$ cat src/rtl/muldiv_unit.sv
// Iterative multiply/divide unit with architectural HI/LO for the execute stage.
// Radix-2 shift-add multiply and restoring divide on magnitudes, sign-fixed at completion.
module muldiv_unit #(
    parameter int unsigned WIDTH    = 32,
    parameter bit          MUL_FAST = 1'b0,
    parameter int unsigned CNT_W    = $clog2(WIDTH) + 1
) (
    input  logic             clk,
    input  logic             rst,
    input  logic             startE,
    input  logic [1:0]       opE,
    input  logic [WIDTH-1:0] srcAE,
    input  logic [WIDTH-1:0] srcBE,
    input  logic             cancelE,
    input  logic             hiWrite,
    input  logic             loWrite,
    input  logic [WIDTH-1:0] wdata,
    output logic [WIDTH-1:0] hi,
    output logic [WIDTH-1:0] lo,
    output logic             busy,
    output logic             done,
    output logic             divZero
);
    localparam int unsigned W2 = 2 * WIDTH;

    typedef enum logic [1:0] {IDLE, MUL, DIV, FIX} state_t;

    state_t           r_state, w_state_nxt;
    logic [WIDTH-1:0] r_hi, r_lo, r_acc, r_q, r_m;
    logic [CNT_W-1:0] r_cnt;
    logic             r_busy, r_done, r_div_zero, r_neg_q, r_neg_r;

    logic             w_idle, w_run, w_accept, w_is_div, w_signed;
    logic             w_sign_a, w_sign_b, w_div0, w_one;
    logic [WIDTH-1:0] w_mag_a, w_mag_b, w_acc_nxt, w_q_nxt, w_res_hi, w_res_lo;
    logic [W2-1:0]    w_fast_prod, w_fast_fix, w_prod, w_prod_fix;
    logic [WIDTH:0]   w_sum, w_shift, w_trial;

    // FIX is the completion cycle; it accepts work exactly like IDLE
    assign w_idle   = (r_state == IDLE) || (r_state == FIX);
    assign w_run    = (r_state == MUL) || (r_state == DIV);
    assign w_accept = w_idle & startE & ~cancelE;
    assign w_is_div = opE[1];
    assign w_signed = ~opE[0];
    assign w_sign_a = w_signed & srcAE[WIDTH-1];
    assign w_sign_b = w_signed & srcBE[WIDTH-1];
    assign w_mag_a  = w_sign_a ? -srcAE : srcAE;
    assign w_mag_b  = w_sign_b ? -srcBE : srcBE;
    assign w_div0   = w_is_div & (srcBE == '0);
    assign w_one    = w_div0 | (~w_is_div & MUL_FAST);

    assign w_fast_prod = W2'(w_mag_a) * W2'(w_mag_b);
    assign w_fast_fix  = (w_sign_a ^ w_sign_b) ? -w_fast_prod : w_fast_prod;

    // One iteration step: shift-add for multiply, restoring subtract for divide
    assign w_sum   = {1'b0, r_acc} + {1'b0, (r_q[0] ? r_m : '0)};
    assign w_shift = {r_acc, r_q[WIDTH-1]};
    assign w_trial = w_shift - {1'b0, r_m};

    always_comb begin
        w_acc_nxt = w_sum[WIDTH:1];
        w_q_nxt   = {w_sum[0], r_q[WIDTH-1:1]};
        if (r_state == DIV) begin
            if (!w_trial[WIDTH]) begin
                w_acc_nxt = w_trial[WIDTH-1:0];
                w_q_nxt   = {r_q[WIDTH-2:0], 1'b1};
            end else begin
                w_acc_nxt = w_shift[WIDTH-1:0];
                w_q_nxt   = {r_q[WIDTH-2:0], 1'b0};
            end
        end
    end

    assign w_prod     = {w_acc_nxt, w_q_nxt};
    assign w_prod_fix = r_neg_q ? -w_prod : w_prod;
    assign w_res_hi   = (r_state == DIV) ? (r_neg_r ? -w_acc_nxt : w_acc_nxt) : w_prod_fix[W2-1:WIDTH];
    assign w_res_lo   = (r_state == DIV) ? (r_neg_q ? -w_q_nxt : w_q_nxt) : w_prod_fix[WIDTH-1:0];

    always_ff @(posedge clk) begin
        if (rst) r_state <= IDLE;
        else     r_state <= w_state_nxt;
    end

    always_comb begin
        w_state_nxt = r_state;
        case (r_state)
            IDLE, FIX: begin
                w_state_nxt = IDLE;
                if (w_accept) begin
                    if (w_one)         w_state_nxt = FIX;
                    else if (w_is_div) w_state_nxt = DIV;
                    else               w_state_nxt = MUL;
                end
            end
            MUL, DIV: begin
                if (cancelE)             w_state_nxt = IDLE;
                else if (r_cnt == '0)    w_state_nxt = FIX;
            end
            default: w_state_nxt = IDLE;
        endcase
    end

    always_ff @(posedge clk) begin
        if (rst) begin
            r_hi       <= '0;
            r_lo       <= '0;
            r_acc      <= '0;
            r_q        <= '0;
            r_m        <= '0;
            r_cnt      <= '0;
            r_busy     <= 1'b0;
            r_done     <= 1'b0;
            r_div_zero <= 1'b0;
            r_neg_q    <= 1'b0;
            r_neg_r    <= 1'b0;
        end else begin
            r_done     <= 1'b0;
            r_div_zero <= 1'b0;
            if (w_idle) begin
                if (hiWrite) r_hi <= wdata;
                if (loWrite) r_lo <= wdata;
            end
            if (w_accept) begin
                r_neg_q <= w_sign_a ^ w_sign_b;
                r_neg_r <= w_sign_a;
                r_cnt   <= CNT_W'(WIDTH - 1);
                r_acc   <= '0;
                r_q     <= w_is_div ? w_mag_a : w_mag_b;
                r_m     <= w_is_div ? w_mag_b : w_mag_a;
                r_busy  <= ~w_one;
                if (w_one) begin
                    r_done     <= 1'b1;
                    r_div_zero <= w_div0;
                    r_hi       <= w_div0 ? srcAE : w_fast_fix[W2-1:WIDTH];
                    r_lo       <= w_div0 ? '1 : w_fast_fix[WIDTH-1:0];
                end
            end
            if (w_run) begin
                if (cancelE) begin
                    r_busy <= 1'b0;
                end else begin
                    r_acc <= w_acc_nxt;
                    r_q   <= w_q_nxt;
                    r_cnt <= r_cnt - CNT_W'(1);
                    // last step lands the corrected result so it is visible with done
                    if (r_cnt == '0) begin
                        r_busy <= 1'b0;
                        r_done <= 1'b1;
                        r_hi   <= w_res_hi;
                        r_lo   <= w_res_lo;
                    end
                end
            end
        end
    end

    assign hi      = r_hi;
    assign lo      = r_lo;
    assign busy    = r_busy;
    assign done    = r_done;
    assign divZero = r_div_zero;
endmodule
$ cat config.mk
export PLATFORM = sky130hd
export DESIGN_NAME = muldiv_unit
export DESIGN_NICKNAME = d
export VERILOG_FILES = /design/src/rtl/muldiv_unit.sv
export SDC_FILE = /design/constraint.sdc
export NUM_CORES = 1
export LEC_CHECK = 0
export BUFFER_PORTS_ARGS = -buffer_cell sky130_fd_sc_hd__buf_4
export CAP_MARGIN = 20
export CORE_MARGIN = 4
export CORE_UTILIZATION = 40
export DETAILED_ROUTE_END_ITERATION = 16
export PLACE_DENSITY = 0.69
export SLEW_MARGIN = 20
export SYNTH_ARGS = -nofsm -noshare
export SYNTH_HDL_FRONTEND = slang
export SYNTH_SLANG_ARGS = --single-unit
$ cat constraint.sdc
create_clock -name clk -period 11.6 [get_ports clk]
set_input_delay 1.16 -clock clk [delete_from_list [all_inputs] [get_ports clk]]
set_output_delay 1.16 -clock clk [all_outputs]
set_load 0.02 [all_outputs]
==> metrics.md, run 1 <==
| Metric | Value |
|---|---|
| Largest net degree at the start of global routing | `99` |
| Area grow syn2layout | `13.4%` |
| Max Root-Sink Buffers | `2` |
| DR WL met2 | `30100 um` |
| Highest Signal Layer | `met5` |
| Fraction of layout cells with a size suffix above 1 | `0.114` |
| Worst hold path cell count | `2` |
| Final Skew | `10.5 ps` |
| Final cell count without fillers | `2871` |
| Routability Congestion | `1.00` |
| Worst vdd ir | `0.100 mV` |
| PortBufs | `170` |
| Setup_tns | `0 ps` |
| Most used cell, CP | `nor2_1` |
| Least-Margin Pin Slew | `1210 ps` |
| FF-to-FF End | `hi[10]` |
| Mapped Area | `0.0161 mm^2` |
| Tcrit/Tclk final | `0.593` |
| CTS resizes | `0` |
| Inst Count DP | `2838` |
| Synth Register Bits | `173` |
| DRC Markers | `0` |
| Vias in the first global route | `16762` |
| Slowest stage delay, CP | `780 ps` |
| Max cap viols | `0` |
| Setup bufs post-CTS | `0` |
| # IOs | `171` |
| YS warnings | `0` |
| Fill cells | `between 4000 and 5000` |
| Hpwl dp | `54300 um` |
| Crit Path Category | `flip-flop to flip-flop` |
| CP cell instances | `inv_1 > ha_1 > inv_1 > fa_1 > a21o_1 > a221oi_2 > o21ba_2 > a21oi_4 > or3_1 > nand2_4 > nor2_1 > nor2_1 > ha_1 > nand2_1 > nor2_1 > nand4_1 > or3_1 > o21ai_0 > nand3_1 > or4_1 > a22oi_1 > xnor2_1 > a21oi_1 > nor2_1` |
| Clk sink count | `173` |
| Final WL | `70600 um` |
| Routed len/inst | `approximately 25 um` |
| FMAX | `145 MHz` |
| Ys flop type | `dfxtp_1` |
| Final WS setup | `approximately 4700 ps` |
| Routed wl met3 | `7540 um` |
| Die Width | `~210 um` |
| Placement Rows | `73` |
| Final Util | `0.459` |
| Num CTS Buffers | `17` |
| Core region area | `0.0397 mm^2` |
| Place WS | `4950 ps` |
| CTS Root Cell | `clkbuf_16` |
| Post-synth EDFFs | `0` |
| Starting Density | `0.405` |
| Hold Startpoint | `r_m[8]` |
| Crit-path max FO | `19` |
| Status | `completed` |
| Final #Nets | `2508` |
| CP max stage cell | `or3_1` |
| WHS Endpoint | `r_m[8]` |
| CTS tree | `yes` |
| Area of the die | `between 0.04 and 0.05 mm^2` |
| R2R Setup Slk | `4720 ps` |
| Via count | `18348` |
| Worst min path class | `flip-flop to flip-flop` |
| # hold bufs at CTS | `0` |
| Final ANT Viol Nets | `0` |
| Critical path data required time | `about 12000 ps` |
| Die H | `208 um` |
| Drt first pass iters | `6` |
| Synth Area per Inst | `about 7.1 um^2` |
| RSZ-0062 raised after global routing | `no` |
| Wl on met1 | `30600 um` |
| Worst Setup End Kind | `flip-flop` |
| Top cell type by total area after synthesis | `dfxtp_1` |
| Power per cell area | `107 mW/mm^2` |
| Remaining global-route overflow | `0` |
| H-tree depth | `4` |
| Clk pin slew, worst setup/hold paths | `80 ps` |
| Final Power | `between 1.5 and 2 mW` |
| Synthesized instance count | `2272` |
| Initial DRC Count | `2391` |
| Synth top area share | `0.215` |
| Pins over their slew limit | `0` |
| Clock Latency Late Sink | `about 460 ps` |
| Total GRT Usage | `0.309` |
| Asr flop ratio synth | `0` |
| First-pass GRT wire length | `106000 um` |
| Leakage | `7.30 nW` |
| R2R cell count | `24` |
| Final setup viols | `0` |
| Initial antenna violation count | `2` |
| Crit path DAT | `7200 ps` |
| Drt via density | `6.39` |
| Critical Path Source Type | `flip-flop` |
| Crit path time final | `6880 ps` |
| Sequential area share after synthesis | `0.215` |
| Synth top area cells | `dfxtp_1 (22%), a21oi_1 (7.4%), nor2_1 (6.3%), xnor2_1 (5.8%), ha_1 (5.4%)` |
| Synth unique cells | `78` |
| Rel. slew slack | `0.187` |
| Crit Reg-Reg Startpoint | `r_q[31]` |
| Synth Net Count | `2448` |
| Final hold violations | `0` |
## critical path, delay by kind of cell (launching register included)
kind / cells / cell delay, ps
fa+ha+maj: 3 / 870
xor+xnor: 1 / 90
buf+inv: 2 / 130
flops: 1 / 370
simple gates: 11 / 3550
compound gates: 7 / 1700
## power breakdown
group / switching [mW] / internal [mW]
Combinational: 0.439 / 0.240
Sequential: 0.0341 / 0.631
Clock: 0.286 / 0.322
Total: 0.759 / 1.19
## logic make-up after synthesis
logic type	Yosys count	synth area share
AO/OA/AOI/OAI	746	0.298
buffers and inverters	218	0.0525
AND/OR/NAND/NOR	826	0.241
XOR/XNOR	155	0.0845
adder cells (fa/ha/maj)	72	0.0570
flip-flops	173	0.215
multiplexers	82	0.0516
## synthesized netlist by cell type, drive strengths merged, types with 48 or more instances
cell and n:
clkbuf 132, nor2 271, dfxtp 173, nand2 229, xnor2 107, inv 62, and2 49, nand3 58
nor3 48, ha 70, xor2 48, a211oi 55, mux2i 75, o21ai 147, a21oi 238
## state kept, by name, summed over array words and instances (netlist names), 2 cells and up
register,flops
hi,32
lo,32
r_acc,32
r_cnt,6
r_m,32
r_q,32
r_state,2
## placed cells by master (no fill, tap or decap), types with 54 or more instances in the layout
cell type	n
nor2_1	269
a21oi_1	237
nand2_1	226
buf_4	197
dfxtp_1	173
o21ai_0	145
xnor2_1	107
mux2i_1	75
ha_1	69
inv_1	62
nand3_1	58
a211oi_1	54
## per-layer routing
metal | up-vias | GRT usage
li1 | 8434 | -
met1 | 8719 | 0.443
met2 | 1055 | 0.457
met3 | 138 | 0.0703
met4 | 2 | 0.101
met5 | - | 0
## metrics by stage
stage               hold slack, ps  instance area, um^2
finish                         466                18200
floorplan                      440                16100
global placement               452                17600
CTS                            470                18200
global route                   485                18200
detailed placement             461                17600
## cell type report
class	count	area, um^2	area share
Tap cell	525	657	0.0360
Sequential cell	173	3460	0.190
Clock buffer	18	429	0.0235
Antenna cell	1	2.50	0.000137
Multi-Input combinational cell	1881	11800	0.648
Clock inverter	14	155	0.00851
Timing Repair Buffer	197	1480	0.0811
Inverter	62	233	0.0128
## worst max-delay path by stage
stage / from / endpoint / slack (ps)
after detailed placement: r_q[31] / hi[10] / 4950
after floorplan: r_q[31] / hi[10] / 6490
final: r_q[31] / hi[10] / 4720
after CTS: r_q[31] / hi[10] / 4890
after global routing: r_q[31] / hi[10] / 4440
after global placement: r_q[31] / hi[10] / 5090
Note: power is estimated with default switching activity, not from simulation.
==> run 2, diff against run 1 <==
- ABC_AREA: not set -> 1
- clock period: 11.6 -> 7.22 ns (I/O delays scaled with it)
==> run 2 against run 1 <==
Net effect:
- critical path depth increased by 14
- global-route usage up 1.8 points
- utilization barely moved
- clock power grew 64%
- area after synthesis is 11% higher
- via count is 18% higher
- fmax up 26%
- critical endpoint is now hi[18]
- synthesized cell count grew 36%
- setup slack worse by 3000 ps
- count of clock-buffer cells in the layout is the same
==> metrics.md, run 2 <==
| Metric | Value |
|---|---|
| Status | `completed (unchanged)` |
| Final ANT Viol Nets | `0 (unchanged)` |
| Crit-path max FO | `30 (was 19)` |
| Worst Setup End Kind | `flip-flop (unchanged)` |
| CTS resizes | `0 (unchanged)` |
| Worst vdd ir | `0.178 mV (was 0.100 mV)` |
| Crit path time final | `5450 ps (was 6880 ps)` |
| Placement Rows | `77 (was 73)` |
| Final WL | `81200 um (was 70600 um)` |
| Multiplexer area fraction after synthesis | `0.00447 (was 0.0516)` |
| Sequential Power Share | `0.301 (was 0.341)` |
| CP bufs+invs | `5 (was 2)` |
| Worst Hold Slack | `509 ps (was 466 ps)` |
| Crit Reg-Reg Startpoint | `r_q[31] (unchanged)` |
| Least-Margin Pin Slew | `1120 ps (was 1210 ps)` |
| Synth Register Bits | `173 (unchanged)` |
| FMAX | `183 MHz (was 145 MHz)` |
| Sw Ratio | `0.448 (was 0.389)` |
| Tcrit/Tclk final | `0.755 (was 0.593)` |
| PortBufs | `170 (unchanged)` |
| Crit Path Category | `flip-flop to flip-flop (unchanged)` |
| Max cap viols | `0 (unchanged)` |
| Commonest cells in the netlist | `nand2_1 (901), inv_1 (436), nor2_1 (292) (was nor2_1 (271), a21oi_1 (237), nand2_1 (227))` |
| Cell family with most CP delay | `simple AND/OR/NAND/NOR gates (unchanged)` |
| Final #Nets | `3363 (was 2508)` |
| Critical Path Source Type | `flip-flop (unchanged)` |
| Switching Power | `1.65 mW (was 759 uW)` |
| Sequential area share after synthesis | `0.193 (was 0.215)` |
| Area grow syn2layout | `13.2% (was 13.4%)` |
| Remaining global-route overflow | `0 (unchanged)` |
| Drt via density | `5.69 (was 6.39)` |
| H-tree depth | `4 (unchanged)` |
| Gate power share | `0.429 (was 0.348)` |
| Most frequent cells in the layout | `nand2_1 (901), inv_1 (435), nor2_1 (287), buf_4 (204), a21oi_1 (191) (was nor2_1 (269), a21oi_1 (237), nand2_1 (226), buf_4 (197), dfxtp_1 (173))` |
| Fraction of layout cells with a size suffix above 1 | `0.118 (was 0.114)` |
| Routability Congestion | `1.03 (was 1.00)` |
| Worst path depth | `38 (was 24)` |
| R2R Setup Slk | `1770 ps (was 4720 ps)` |
| Synth Area per Inst | `5.80 um^2 (was 7.07 um^2)` |
| Setup_tns | `0 ps (unchanged)` |
| Pins over their slew limit | `0 (unchanged)` |
| Core region area | `0.0442 mm^2 (was 0.0397 mm^2)` |
| Post-Synth XOR/XNOR Area | `0.0465 (was 0.0845)` |
| CP startpoint | `r_q[31] (unchanged)` |
| Post-synth EDFFs | `0 (unchanged)` |
| Post-synthesis compound-gate area fraction | `0.205 (was 0.298)` |
| Post-Synth Adder-Cell Area | `0.0511 (was 0.0570)` |
| Clock Latency Late Sink | `480 ps (was 460 ps)` |
| Placed cell area | `0.0197 mm^2 (was 0.0176 mm^2)` |
| Final setup viols | `0 (unchanged)` |
| FF/Latch Area | `0.00347 mm^2 (was 0.00346 mm^2)` |
| FF-to-FF End | `hi[18] (was hi[10])` |
| Largest family of logic cells by synthesized area | `simple AND/OR/NAND/NOR gates (was compound AO/OA/AOI/OAI gates)` |
| Crit path DAT | `5800 ps (was 7200 ps)` |
| R2R cell count | `38 (was 24)` |
| Synthesized instance count | `3090 (was 2272)` |
| Initial DRC Count | `2789 (was 2391)` |
| Die Width | `220 um (was 208 um)` |
| Most common cell after layout, fill and taps aside | `nand2_1 (was nor2_1)` |
| Synth unique cells | `63 (was 78)` |
| Worst min path class | `flip-flop to flip-flop (unchanged)` |
| Die H | `220 um (was 208 um)` |
| CTS Root Cell | `clkbuf_16 (unchanged)` |
| Fill cells | `4787 (was 4049)` |
| Synth Area in Simple Gates | `0.375 (was 0.241)` |
| Clk sink count | `173 (unchanged)` |
| YS warnings | `0 (unchanged)` |
| Internal power | `2.03 mW (was 1.19 mW)` |
| Final hold violations | `0 (unchanged)` |
| Hpwl dp | `63900 um (was 54300 um)` |
| WHS Endpoint | `r_cnt[5] (was r_m[8])` |
| Leakage | `10.2 nW (was 7.30 nW)` |
| Final Skew | `24.7 ps (was 10.5 ps)` |
| Via count | `21590 (was 18348)` |
| Starting Density | `0.405 (about the same)` |
| # IOs | `171 (unchanged)` |
| Finished Cell Area | `0.0203 mm^2 (was 0.0182 mm^2)` |
| Ys flop type | `dfxtp_1 (unchanged)` |
| Rel. slew slack | `0.246 (was 0.187)` |
| Mapped Area | `0.0179 mm^2 (was 0.0161 mm^2)` |
| Largest net degree at the start of global routing | `68 (was 99)` |
| Synth top area cells | `dfxtp_1 (19%), nand2_1 (19%), inv_1 (9.1%), nor2_1 (6.1%), a21oi_1 (5.3%) (was dfxtp_1 (22%), a21oi_1 (7.4%), nor2_1 (6.3%), xnor2_1 (5.8%), ha_1 (5.4%))` |
| Asr flop ratio synth | `0 (unchanged)` |
| Area of the die | `0.0482 mm^2 (was 0.0435 mm^2)` |
| Synth top area share | `0.193 (was 0.215)` |
| Synth Net Count | `3266 (was 2448)` |
| Slowest stage delay, CP | `400 ps (was 780 ps)` |
| Drt first pass iters | `6 (unchanged)` |
| Power per cell area | `182 mW/mm^2 (was 107 mW/mm^2)` |
| Critical path data required time | `7570 ps (was 11920 ps)` |
| Max Root-Sink Buffers | `2 (unchanged)` |
| Total GRT Usage | `0.326 (was 0.309)` |
| Routed len/inst | `21.4 um (was 24.6 um)` |
| Clk pin slew, worst setup/hold paths | `80 ps (about the same)` |
| Worst hold path cell count | `1 (was 2)` |
| Top cell type by total area after synthesis | `dfxtp_1 (unchanged)` |
| # hold bufs at CTS | `0 (unchanged)` |
| RSZ-0062 raised after global routing | `no (unchanged)` |
| Clk pwr share | `0.271 (was 0.312)` |
| Ant diodes | `0 (was 1)` |
| Most numerous cell in the Yosys netlist | `nand2_1 (was nor2_1)` |
| Final Util | `0.458 (was 0.459)` |
| Initial antenna violation count | `0 (was 2)` |
| DRC Markers | `0 (unchanged)` |
| Most used cell, CP | `nand2_1 (was nor2_1)` |
| First-pass GRT wire length | `120000 um (was 106000 um)` |
| CP max stage cell | `fa_1 (was or3_1)` |
| CTS tree | `yes (unchanged)` |
| Area occupied by multi-input gates | `0.0123 mm^2 (was 0.0118 mm^2)` |
| Vias in the first global route | `19839 (was 16762)` |
| Num CTS Buffers | `17 (unchanged)` |
| Setup bufs post-CTS | `0 (unchanged)` |
| Hold Startpoint | `r_cnt[5] (was r_m[8])` |
[run 2: cell count changes after synthesis, sizes merged, moves of 47 or more]
cell,before,now
nand3,58,190
xnor2,107,29
inv,62,442
o21ai,147,194
and2,49,2
nor2,271,325
mux2i,75,8
nand2,229,950
[run 2: cells by family (layout without fill, tap and decap cells)]
family,after synthesis,after routing
compound gates,604,604
mux,8,8
xor+xnor,95,95
simple gates,1566,1566
fa+ha+maj,72,72
buf+inv,572,682
flops,173,173
[run 2: metal layers]
metal / global-route usage / vias up / part of all wire
met3: 0.0571 / 305 / 0.11
met1: 0.425 / 9698 / 0.39
met2: 0.512 / 1358 / 0.44
li1: - / 10229 / -
met4: 0.179 / 0 / 0.069
met5: 0 / - / 0
[run 2: area by class of cell]
type	count	area share
clock buffers	18	0.0217
inverters	446	0.0826
flip-flops and latches	173	0.171
multi-input cells	2345	0.604
clock inverters	14	0.00815
well taps	592	0.0365
repair buffers	204	0.0756
[run 2: per-stage QoR]
stage / std cells / total power [mW] / worst slack, ps
3_5_place_dp: 3760 / 2.65 / 1930
5_1_grt: 3792 / 3.85 / 1250
6_report: 3792 / 3.68 / 1770
3_3_place_gp: 3760 / 2.65 / 2090
2_1_floorplan: 3090 / 2.12 / 3290
4_1_cts: 3792 / 3.62 / 1900
[run 2: power groups by stage]
stage	registers [mW]	clock network, mW	logic (mW)
floorplan	1.14	0	0.986
global route	1.11	1.03	1.70
CTS	1.10	0.991	1.53
detailed placement	1.12	0	1.52
finish	1.11	0.996	1.58
global placement	1.12	0	1.52
[run 2: how the worst max path moves through the flow]
| stage | end | slack (ps) |
|---|---|---|
| 6_report | hi[18] | 1770 |
| 5_1_grt | hi[18] | 1250 |
| 4_1_cts | hi[18] | 1900 |
| 3_5_place_dp | hi[18] | 1930 |
| 3_3_place_gp | hi[18] | 2090 |
| 2_1_floorplan | hi[18] | 3290 |
